--- src/rtl/mem_wb_pipe_reg_if.sv ---
// Handshake/data bundle between the memory stage, the MEM/WB register and the
// register-file write port. The master drives results in and consumes writebacks.
interface mem_wb_pipe_reg_if #(
    parameter int XLEN    = 32,
    parameter int RADDR_W = 5,
    parameter int CTRL_W  = 8
);
    logic               in_valid;
    logic               in_ready;
    logic [XLEN-1:0]    mem_read_data;
    logic [XLEN-1:0]    alu_out;
    logic [RADDR_W-1:0] rd;
    logic [2:0]         funct3;
    logic [CTRL_W-1:0]  ctrl;
    logic               out_valid;
    logic               out_ready;
    logic [XLEN-1:0]    wb_data;
    logic [RADDR_W-1:0] wb_rd;
    logic               wb_we;

    modport master (
        output in_valid, mem_read_data, alu_out, rd, funct3, ctrl, out_ready,
        input  in_ready, out_valid, wb_data, wb_rd, wb_we
    );

    modport slave (
        input  in_valid, mem_read_data, alu_out, rd, funct3, ctrl, out_ready,
        output in_ready, out_valid, wb_data, wb_rd, wb_we
    );
endinterface

--- src/rtl/mem_wb_pipe_reg.sv ---
// MEM/WB pipeline register with a 2-entry skid buffer, flush, writeback mux and x0 write gating.
// Optional load alignment/extension is compiled in with `define MEM_WB_LOAD_ALIGN_EN.
module mem_wb_pipe_reg #(
    parameter int XLEN       = 32,
    parameter int RADDR_W    = 5,
    parameter int CTRL_W     = 8,
    parameter int WB_SEL_BIT = 2,
    parameter int RWE_BIT    = 0
) (
    input logic               clk,
    input logic               rst,
    input logic               flush,
    mem_wb_pipe_reg_if.slave  bus
);

    typedef struct packed {
        logic [XLEN-1:0]    mem_read_data;
        logic [XLEN-1:0]    alu_out;
        logic [RADDR_W-1:0] rd;
        logic [2:0]         funct3;
        logic [CTRL_W-1:0]  ctrl;
    } entry_t;

    entry_t main_q;
    entry_t skid_q;
    entry_t in_entry;
    logic   main_valid;
    logic   skid_valid;
    logic   accept;
    logic   pop;
    logic   unused_bits;

    assign in_entry = '{
        mem_read_data: bus.mem_read_data,
        alu_out:       bus.alu_out,
        rd:            bus.rd,
        funct3:        bus.funct3,
        ctrl:          bus.ctrl
    };

    // Ready depends only on registered state, so out_ready never reaches in_ready.
    assign bus.in_ready = !skid_valid;
    assign accept       = bus.in_valid && !skid_valid && !flush;
    assign pop          = main_valid && bus.out_ready;

    always_ff @(posedge clk or negedge rst) begin
        if (!rst) begin
            main_q     <= '0;
            skid_q     <= '0;
            main_valid <= 1'b0;
            skid_valid <= 1'b0;
        end else if (flush) begin
            main_valid <= 1'b0;
            skid_valid <= 1'b0;
        end else if (skid_valid && pop) begin
            main_q     <= skid_q;
            skid_valid <= 1'b0;
        end else if (accept && (!main_valid || pop)) begin
            main_q     <= in_entry;
            main_valid <= 1'b1;
        end else if (accept) begin
            skid_q     <= in_entry;
            skid_valid <= 1'b1;
        end else if (pop) begin
            main_valid <= 1'b0;
        end
    end

`ifdef MEM_WB_LOAD_ALIGN_EN
    // Alignment works on the low word only; alu_out[0] is ignored for halves.
    function automatic logic [XLEN-1:0] load_data(input entry_t e);
        logic [31:0] word;
        logic [7:0]  byte_v;
        logic [15:0] half_v;
        word   = e.mem_read_data[31:0];
        byte_v = word[8*e.alu_out[1:0] +: 8];
        half_v = e.alu_out[1] ? word[31:16] : word[15:0];
        case (e.funct3)
            3'b000:  return XLEN'($signed(byte_v));
            3'b100:  return XLEN'(byte_v);
            3'b001:  return XLEN'($signed(half_v));
            3'b101:  return XLEN'(half_v);
            default: return XLEN'($signed(word));
        endcase
    endfunction
`else
    function automatic logic [XLEN-1:0] load_data(input entry_t e);
        return e.mem_read_data;
    endfunction
`endif

    assign bus.out_valid = main_valid;
    assign bus.wb_data   = main_q.ctrl[WB_SEL_BIT] ? load_data(main_q) : main_q.alu_out;
    assign bus.wb_rd     = main_q.rd;
    assign bus.wb_we     = main_valid && main_q.ctrl[RWE_BIT] && (main_q.rd != '0);

    assign unused_bits = ^main_q;

endmodule

--- src/flat_wrapper.sv ---
// flat-port wrapper written by rule: the top's interface ports become plain ports
module mem_wb_pipe_reg_flat 
#(
    parameter int XLEN       = 32,
    parameter int RADDR_W    = 5,
    parameter int CTRL_W     = 8,
    parameter int WB_SEL_BIT = 2,
    parameter int RWE_BIT    = 0
)
  (clk, rst, flush, bus_in_valid, bus_mem_read_data, bus_alu_out, bus_rd, bus_funct3, bus_ctrl, bus_out_ready, bus_in_ready, bus_out_valid, bus_wb_data, bus_wb_rd, bus_wb_we);
  mem_wb_pipe_reg_if #(.XLEN(XLEN), .RADDR_W(RADDR_W), .CTRL_W(CTRL_W)) bus_i ();
  input logic clk;
  input logic rst;
  input logic flush;
  input wire logic [$bits(bus_i.in_valid)-1:0] bus_in_valid;
  input wire logic [$bits(bus_i.mem_read_data)-1:0] bus_mem_read_data;
  input wire logic [$bits(bus_i.alu_out)-1:0] bus_alu_out;
  input wire logic [$bits(bus_i.rd)-1:0] bus_rd;
  input wire logic [$bits(bus_i.funct3)-1:0] bus_funct3;
  input wire logic [$bits(bus_i.ctrl)-1:0] bus_ctrl;
  input wire logic [$bits(bus_i.out_ready)-1:0] bus_out_ready;
  output wire logic [$bits(bus_i.in_ready)-1:0] bus_in_ready;
  output wire logic [$bits(bus_i.out_valid)-1:0] bus_out_valid;
  output wire logic [$bits(bus_i.wb_data)-1:0] bus_wb_data;
  output wire logic [$bits(bus_i.wb_rd)-1:0] bus_wb_rd;
  output wire logic [$bits(bus_i.wb_we)-1:0] bus_wb_we;
  assign bus_i.in_valid = bus_in_valid;
  assign bus_i.mem_read_data = bus_mem_read_data;
  assign bus_i.alu_out = bus_alu_out;
  assign bus_i.rd = bus_rd;
  assign bus_i.funct3 = bus_funct3;
  assign bus_i.ctrl = bus_ctrl;
  assign bus_i.out_ready = bus_out_ready;
  assign bus_in_ready = bus_i.in_ready;
  assign bus_out_valid = bus_i.out_valid;
  assign bus_wb_data = bus_i.wb_data;
  assign bus_wb_rd = bus_i.wb_rd;
  assign bus_wb_we = bus_i.wb_we;
  mem_wb_pipe_reg #(.XLEN(XLEN), .RADDR_W(RADDR_W), .CTRL_W(CTRL_W), .WB_SEL_BIT(WB_SEL_BIT), .RWE_BIT(RWE_BIT)) u_core (.clk(clk), .rst(rst), .flush(flush), .bus(bus_i));
endmodule
--- config.mk ---
export PLATFORM = sky130hd
export DESIGN_NAME = mem_wb_pipe_reg_flat
export DESIGN_NICKNAME = d
export VERILOG_FILES = /design/src/rtl/mem_wb_pipe_reg_if.sv /design/src/rtl/mem_wb_pipe_reg.sv /design/src/flat_wrapper.sv
export SDC_FILE = /design/constraint.sdc
export NUM_CORES = 1
export LEC_CHECK = 0
export CAP_MARGIN = 20
export CELL_PAD_IN_SITES_DETAIL_PLACEMENT = 1
export CELL_PAD_IN_SITES_GLOBAL_PLACEMENT = 2
export CORE_MARGIN = 4
export CORE_UTILIZATION = 37
export CTS_CLUSTER_SIZE = 12
export DETAILED_ROUTE_END_ITERATION = 8
export GPL_TIMING_DRIVEN = 1
export PLACE_DENSITY_LB_ADDON = 0.2
export SYNTH_ARGS = -nofsm -noshare
export SYNTH_HDL_FRONTEND = slang
export SYNTH_SLANG_ARGS = --single-unit
--- constraint.sdc ---
create_clock -name clk -period 2.35 [get_ports clk]
set_input_delay 0.3525 -clock clk [delete_from_list [all_inputs] [get_ports clk]]
set_output_delay 0.3525 -clock clk [all_outputs]
set_load 0.02 [all_outputs]
==> flow_metrics.tcl <==
set metrics [dict create \
    outcome "finished, final reports clean" \
    post_cts_buffers 0 \
    leakagePower_nw 3.64 \
    drt_first_pass_iters 4 \
    hold_path.class "input pin to async pin" \
    ir_worst_vdd_uv 649 \
    die_area_um2 20400 \
    syn_area_per_cell_um2 15.6 \
    drtAntennaViolNets 0 \
    cts_tree "built" \
    clk_latency_ns 0.41 \
    drt_first_iter_violations 96 \
    critPathRequiredTime_ns 2.00 \
    num_rows 49 \
    crit_chain "buf_6 -> mux2_2 -> clkdlybuf4s50_1" \
    grtUsageTotal_pct 15.3 \
    design_area_um2 8820 \
    netlist_area_um2 6740 \
    syn_inst 433 \
    synth_seq_cells 144 \
    reg2regPathDepth 4 \
    worst_pin_slew_ns 0.477 \
    io_pins 125 \
    antenna_found_initial 0 \
    die_w_um 143 \
    end_kind "primary output" \
    drive_gt1_share_pct 50.2 \
    viasPerCell 5.01 \
    rrSetupSlack_ns 0.42 \
    crit_arrival_ns 1.92 \
    multiInputGateArea_um2 2880 \
    r2r_end "u_core.main_q[65]" \
    ys_top_cells_by_area "dfrtp_1 53%, mux2_2 39%, buf_6 2.3%, mux2_1 2.0%, buf_2 0.59%" \
    yosys.area.top_type "dfrtp_1" \
    path_max_fanout 14 \
    fillers 1720 \
    endpoint "bus_wb_data[6]" \
    cts_max_level 4 \
    r2r_start "u_core.bus.out_valid" \
    period_share_pct 96.9 \
    clkTransAtPathRegs_ns 0.06 \
    hold_slack_ns 0.429 \
    setup_slack_ns 0.0734 \
    num_vias 3963 \
    cts.sinks 144 \
    post-dp-hpwl_um 9680 \
    dp_slack_ns 0.0230 \
    synth_cell_type_count 18 \
    place_area_um2 8120 \
    crit_path_max_incr_delay_ns 0.56 \
    syn-num-nets 518 \
    yosysWarnings 0 \
    synth_top_area_share_pct 53.5 \
    core_area_um2 18000 \
    slew_violations 0 \
    setup_violations 0 \
    crit_path_start_kind "flip-flop" \
    register_area_um2 3600 \
    final_hold_viol_count 0 \
    fin_cells 791 \
    critical_path_class "flip-flop to primary output" \
    cts_buffers 17 \
    n_antenna_cell 0 \
    startpoint "u_core.main_q[2]" \
    drcViolationCount 0 \
    grt_pass1_vias 4622 \
    maxCapViolations 0 \
    max_slew_margin_pct 68.2 \
    start_util_pct 37.5 \
    cts_root_buf "clkbuf_16" \
    die-height_um 143 \
    routed_wirelength_um 14800 \
    grt_max_degree 66 \
    gp_congestion 0.704 \
    fmax_ghz 0.439 \
    area_growth_pct 31.0 \
    fin_skew_ns 0.00859 \
    place_inst 758 \
    total_power_w 0.00843 \
    gr-total-overflow 0 \
    clk_path_buf_depth 2 \
    crit_slowest_cell "clkdlybuf4s50_1" \
    final_nets 634 \
    io_buffer_count 115 \
    grt_pass1_wl_um 24300 \
    powerDensity_nw_per_um2 956 \
    period_minus_slack_ns 2.28 \
    wire_per_inst_um 18.8 \
    ys_seq_area_share_pct 53.5 \
]
[synthesized netlist by cell type]
master	instances
mux2_2	233
buf_4	5
a21oi_1	2
nand2b_4	1
buf_2	8
clkbuf_1	4
inv_1	2
a211oi_1	1
o21ai_0	1
or3_1	1
nand2_1	1
dfrtp_1	144
mux2_1	12
buf_6	14
a221oi_4	1
nand3_2	1
o311a_1	1
nor4b_4	1
[state kept, by name, indices dropped and copies added (netlist names)]
signal	flops
u_core.bus.out_valid	1
u_core.skid_valid	1
u_core.skid_q	71
u_core.bus.wb_rd	5
u_core.main_q	66
[layout by cell type, fill, tap and decap left out, types with 3 or more instances in the layout]
| master | instances |
|---|---|
| clkinvlp_4 | 3 |
| dfrtp_1 | 143 |
| clkbuf_16 | 17 |
| mux2_1 | 12 |
| buf_12 | 8 |
| clkdlybuf4s50_1 | 111 |
| mux2_2 | 233 |
| bufinv_16 | 6 |
[stage by stage]
| stage | TNS, ns | util, % |
|---|---|---|
| floorplan | 0 | - |
| global placement | 0 | 45.2 |
| detailed placement | 0 | 45.2 |
| CTS | 0 | 49.1 |
| global route | -0.00763 | 49.1 |
| finish | 0 | 49.1 |
[cell families after synthesis]
logic type	after synthesis	synth area share, %
mux	245	41.0
flops	144	53.5
buf+inv	33	3.83
compound gates	6	0.873
simple gates	5	0.854
[per-layer routing]
metal	global-route usage, %	up-vias	wire length, um
li1	-	1795	-
met1	18.5	2094	6350
met2	26.9	67	7720
met3	4.66	7	669
met4	3.75	0	103
met5	0	-	0
[report_power, final]
part / total, W / switching, W / internal [W]
clock: 0.00309 / 0.00107 / 0.00203
combinational: 0.00194 / 0.000780 / 0.00116
sequential: 0.00340 / 0.000309 / 0.00309
[final cells by class]
| type | count | share of cell area [%] |
|---|---|---|
| inverter | 2 | 0.0851 |
| clock buffer | 19 | 5.02 |
| timing repair buffer | 128 | 15.5 |
| clock inverter | 13 | 2.65 |
| tap | 229 | 3.25 |
| sequential | 144 | 40.9 |
| multi-input combinational | 256 | 32.7 |
[repair_timing]
| item | in CTS | in global routing |
|---|---|---|
| endpoints found under the hold margin | 43 | 0 |
| endpoints found under the setup margin | 20 | 13 |
| hold buffers | 1 | 0 |
| gates resized for setup | 4 | 2 |
[worst max-delay path, delay by kind of cell, from the launching register on]
family                 cells  cell delay (ns)
buffers and inverters      2             0.77
DFF                        1             0.38
muxes                      1             0.36
[worst min path at each step]
stage,endpoint
after global routing,u_core.skid_q[24]
after global placement,u_core.skid_q[25]
final,u_core.skid_q[24]
after CTS,u_core.skid_q[24]
after floorplan,u_core.bus.out_valid
after detailed placement,u_core.skid_q[24]
Note: power is estimated with default switching activity, not from simulation.
